### config.mk
export PLATFORM = sky130hd
export DESIGN_NAME = pixel_frame_loader
export DESIGN_NICKNAME = d
export VERILOG_FILES = /design/src/rtl/ssv_pkg.sv /design/src/rtl/rc_counter.sv /design/src/rtl/pixel_frame_loader.sv
export SDC_FILE = /design/constraint.sdc
export NUM_CORES = 1
export LEC_CHECK = 0
export ABC_AREA = 1
export BUFFER_PORTS_ARGS = -buffer_cell sky130_fd_sc_hd__buf_4
export CAP_MARGIN = 20
export CORE_MARGIN = 5
export CORE_UTILIZATION = 47
export CTS_BUF_LIST = sky130_fd_sc_hd__clkbuf_16
export CTS_CLUSTER_SIZE = 20
export DETAILED_ROUTE_END_ITERATION = 6
export PLACE_DENSITY = 0.74
export SYNTH_ARGS = -nofsm -noshare
export SYNTH_HDL_FRONTEND = slang
export SYNTH_HIERARCHICAL = 1
export SYNTH_SLANG_ARGS = --single-unit
### constraint.sdc
create_clock -name clk -period 1.9 [get_ports clk]
set_clock_uncertainty 0.1 [all_clocks]
set_input_delay 0.57 -clock clk [delete_from_list [all_inputs] [get_ports clk]]
set_output_delay 0.57 -clock clk [all_outputs]
set_load 0.05 [all_outputs]
### src/rtl/ssv_pkg.sv
// Shared constants and loader state encoding for the Gaussian-filter pipeline.
// Latency: n/a. Backpressure: n/a.
package ssv_pkg;

    localparam int IMG_ROWS = 12;
    localparam int IMG_COLS = 12;
    localparam int PIX_W    = 8;

    // Exposed here so the filter control can decode the loader state.
    typedef enum logic [1:0] {
        IDLE,
        LOAD,
        KICK,
        WAIT
    } loader_state_t;

    // Address width that stays at least one bit for degenerate 1-pixel dimensions.
    function automatic int addr_w(input int n);
        return (n > 1) ? $clog2(n) : 1;
    endfunction

endpackage

### src/rtl/rc_counter.sv
// Raster row/col position counter; clr restarts at (0,0), inc advances one pixel.
// Latency: position updates on the clock edge after inc/clr. Backpressure: none, driven by the loader.
// Note: clr together with inc lands on the position following (0,0).
module rc_counter #(
    parameter int ROWS = 12,
    parameter int COLS = 12,
    parameter int RW   = 4,
    parameter int CW   = 4
) (
    input  logic          clk,
    input  logic          rst,
    input  logic          inc,
    input  logic          clr,
    output logic [RW-1:0] row,
    output logic [CW-1:0] col,
    output logic          last
);

    localparam logic [RW-1:0] ROW_MAX = RW'(ROWS - 1);
    localparam logic [CW-1:0] COL_MAX = CW'(COLS - 1);

    logic [RW-1:0] base_row;
    logic [CW-1:0] base_col;
    logic [RW-1:0] row_nxt;
    logic [CW-1:0] col_nxt;

    always_comb begin
        base_row = clr ? '0 : row;
        base_col = clr ? '0 : col;
        row_nxt  = base_row;
        col_nxt  = base_col;
        if (inc) begin
            if (base_col == COL_MAX) begin
                col_nxt = '0;
                row_nxt = (base_row == ROW_MAX) ? '0 : base_row + 1'b1;
            end else begin
                col_nxt = base_col + 1'b1;
            end
        end
    end

    always_ff @(posedge clk or negedge rst) begin
        if (!rst) begin
            row <= '0;
            col <= '0;
        end else if (inc || clr) begin
            row <= row_nxt;
            col <= col_nxt;
        end
    end

    assign last = (row == ROW_MAX) && (col == COL_MAX);

endmodule

### src/rtl/pixel_frame_loader.sv
// Writes one raster frame into the image BRAM, then kicks the filter; CHECKSUM_EN adds frame_sum.
// Latency: beat accepted at edge N is written in cycle N+1; start_p the cycle after the last write.
// Backpressure: s_ready low from the cycle after the last beat until filt_done is seen.
module pixel_frame_loader #(
    parameter int ROWS  = ssv_pkg::IMG_ROWS,
    parameter int COLS  = ssv_pkg::IMG_COLS,
    parameter int PIX_W = ssv_pkg::PIX_W,
    parameter int RW    = ssv_pkg::addr_w(ROWS),
    parameter int CW    = ssv_pkg::addr_w(COLS)
) (
    input  logic             clk,
    input  logic             rst,
    input  logic             s_valid,
    output logic             s_ready,
    input  logic             s_sof,
    input  logic [PIX_W-1:0] s_data,
    output logic             wr_en,
    output logic [RW-1:0]    wr_row,
    output logic [CW-1:0]    wr_col,
    output logic [PIX_W-1:0] wr_data,
    output logic             start_p,
    input  logic             filt_done,
    output logic             busy,
    output logic             sof_err
`ifdef CHECKSUM_EN
    ,
    output logic [PIX_W+$clog2(ROWS*COLS)-1:0] frame_sum
`endif
);

    import ssv_pkg::*;

    localparam bit ONE_PIXEL = (ROWS == 1) && (COLS == 1);

    loader_state_t state;
    logic          beat;
    logic          take_sof;
    logic          take_pix;
    logic          cnt_last;
    logic [RW-1:0] cnt_row;
    logic [CW-1:0] cnt_col;

    assign s_ready  = (state == IDLE) || (state == LOAD);
    assign busy     = (state != IDLE);
    assign beat     = s_valid && s_ready;
    // An sof beat always (re)starts the frame at the origin, whatever the state.
    assign take_sof = beat && s_sof;
    assign take_pix = beat && !s_sof && (state == LOAD);

    rc_counter #(
        .ROWS (ROWS),
        .COLS (COLS),
        .RW   (RW),
        .CW   (CW)
    ) u_rc_counter (
        .clk  (clk),
        .rst  (rst),
        .inc  (take_sof || take_pix),
        .clr  (take_sof),
        .row  (cnt_row),
        .col  (cnt_col),
        .last (cnt_last)
    );

    always_ff @(posedge clk or negedge rst) begin
        if (!rst) begin
            state   <= IDLE;
            wr_en   <= 1'b0;
            wr_row  <= '0;
            wr_col  <= '0;
            wr_data <= '0;
            start_p <= 1'b0;
            sof_err <= 1'b0;
        end else begin
            wr_en   <= take_sof || take_pix;
            start_p <= 1'b0;
            sof_err <= 1'b0;
            if (take_sof || take_pix) begin
                wr_row  <= take_sof ? '0 : cnt_row;
                wr_col  <= take_sof ? '0 : cnt_col;
                wr_data <= s_data;
            end
            case (state)
                IDLE: begin
                    if (beat) begin
                        if (s_sof) state <= ONE_PIXEL ? KICK : LOAD;
                        else       sof_err <= 1'b1;
                    end
                end
                LOAD: begin
                    if (beat) begin
                        if (s_sof)         sof_err <= 1'b1;
                        else if (cnt_last) state   <= KICK;
                    end
                end
                KICK: begin
                    start_p <= 1'b1;
                    state   <= WAIT;
                end
                WAIT: begin
                    if (filt_done) state <= IDLE;
                end
                default: state <= IDLE;
            endcase
        end
    end

`ifdef CHECKSUM_EN
    localparam int SUM_W = PIX_W + $clog2(ROWS * COLS);

    always_ff @(posedge clk or negedge rst) begin
        if (!rst) begin
            frame_sum <= '0;
        end else if (take_sof) begin
            frame_sum <= SUM_W'(s_data);
        end else if (take_pix) begin
            frame_sum <= frame_sum + SUM_W'(s_data);
        end
    end
`endif

endmodule
==> metrics <==
total core area=3000 um2; number of max-cap violations=0; design area=2070 um2; Clock Tree Root=clkbuf_16; total power=3.51 mW; hpwl dp=2550 um; routed wire length per instance=13.2 um; fillers=216; die width=65.5 um; Peak VDD IR=0.795 mV; Final Max Slew Viols=0; Slew HR=0.751; placed insts=251; CP startpoint=state[0]; hold_buf cts=0; final setup margin=-135 ps; Power Density=1700 nW/um2; Num CTS Buffers=5; IO Port Bufs=33; Synth cell types=23; CP max FO=3; Die ar.=4290 um2; WP data required=1230 ps; Site Rows=20; Startpoint Class=flop; initial antenna violation count=0; syn_nets=195; CTS H-tree lvls=2; Place WS=-110 ps; Die H=65.5 um; violated checks=setup timing; fraction of layout cells with a size suffix above 1=0.362; Hold Path Class=in2async; Static Leak=1.11 nW; DRC=0; Area Growth Syn to Fin=42.7%; Reg clk slew, reported paths=50 ps; IO Pins=34; WHS=119 ps; achievable frequency=491 MHz; Post-Syn Area=1450 um2; GRT overflow=0; Total Routing Usage GR=0.185; clk sink count=29; CTS max path bufs=2; top-area cell type share of the netlist area=0.501; unrepaired setup endpoints after global routing=true; Initial Utilization=0.482; Synth area leaders=dfrtp_1 (50%), nand2_1 (17%), inv_1 (7.5%); syn_area_per_cell=8.27 um2; Crit. End Element=primary output; Clock Latency Late Sink=270 ps; final WL=3470 um; final setup vio count=6; CTS tree=done; cell taking the most area after synthesis=dfrtp_1; Post-Syn Instances=175; reg2reg path depth=15; number of synthesized register bits=29; Post-synth EDFFs=0; Async SR Flop Fraction=1.00; reg2reg start=state[0]; crit path kind=reg2out; Period minus WS final=2040 ps; status=finished, violations left; vias per cell=4.90; number of global-route vias before repair=1,386; vias=1,285; final core occ=0.688; largest net degree at the start of global routing=30; Slew @ Worst Pin=369 ps; Final TNS setup=-469 ps; post-route insts no fill=262; Post-synth top flop=dfrtp_1; first drt pass iteration count=4; Cell Area, Placed=1860 um2; ANT cells=0; sequential share of the synthesized area=0.501; Final GP Congestion=0.878; final period utilization=1.07; First DRT Iteration DRCs=64; antenna viol nets, final=0; flop-to-flop setup slack=-90 ps; final hold vios=0; crit path DAT=1370 ps; Ys Warns=6; Final #Nets=248; first-pass GRT wire length=6040 um
synth_stat cells (2+ instances only):
cell	number
nand2_1	64
dfrtp_1	29
inv_1	29
o21ai_0	9
nor2_1	8
ha_1	7
nand3_1	6
nand2_2	4
inv_2	2
nor2_4	2
o21ai_2	2
xor2_1	2
sequential cells by signal, summed over array words and instances, names as in the netlist:
signal / cells
sof_err: 1
start_p: 1
state: 2
u_rc_counter/col: 4
u_rc_counter/row: 4
wr_col: 4
wr_data: 8
wr_en: 1
wr_row: 4
worst max-delay path, cell delays in order (launching register included):
cell	delay, ps
dfrtp_1	420
inv_2	80
ha_4	170
buf_4	130
buf_6	110
inv_4	40
buf_8	130
power by group:
part	leakage [nW]	internal, mW	switching (mW)
Sequential	0.384	0.799	0.119
Clock	0.0748	0.473	0.254
Combinational	0.652	0.696	1.17
metal layers:
| layer | global-route usage | vias to the layer above | wire length, um |
|---|---|---|---|
| met5 | 0 | - | 0 |
| met4 | 0.0881 | 0 | 56 |
| met3 | 0.0598 | 6 | 218 |
| met2 | 0.319 | 40 | 1760 |
| met1 | 0.205 | 605 | 1430 |
| li1 | - | 634 | - |
cell families (layout without fill, tap and decap cells):
kind of cell               Yosys count  after routing  synth area share
buffers and inverters               32             86            0.0907
xor gates and xnor gates             3              3            0.0182
AOI/OAI and AO/OA                   13             13            0.0519
adders and majority gates            7              7            0.0605
and+or+nand+nor                     91             91             0.277
DFF                                 29             29             0.501
final timing paths:
kind	endpoint
worst max-delay path	busy
worst min-delay path	wr_data[5]
worst max register to register	u_rc_counter/row[2]
worst min register to register	wr_data[6]
max in group asynchronous	u_rc_counter/row[2]
min in group clk	wr_data[6]
final cells by class:
cell class / instances / area (um2) / area share
inverters: 31 / 121 / 0.0588
multi-input cells: 114 / 663 / 0.321
flip-flops and latches: 29 / 726 / 0.351
well taps: 33 / 41.3 / 0.0200
repair buffers: 47 / 375 / 0.182
clock buffers: 5 / 125 / 0.0606
clock inverters: 3 / 13.8 / 0.00666
cells in the final DEF, fill, tap and decap left out, drive strengths merged:
cell	n
nand2	69
clkbuf	5
clkinv	2
ha	7
or2	2
o21ai	12
buf	47
xnor2	1
xor2	2
nor2	11
inv	32
nand4	1
dfrtp	29
nand3	7
nor3	1
a21boi	1
timing repair:
action,4_1_cts,5_1_grt
pin swaps,8,0
setup buffers,2,1
setup endpoints to repair,8,8
gates resized for setup,11,2
Note: power is estimated with default switching activity, not from simulation.
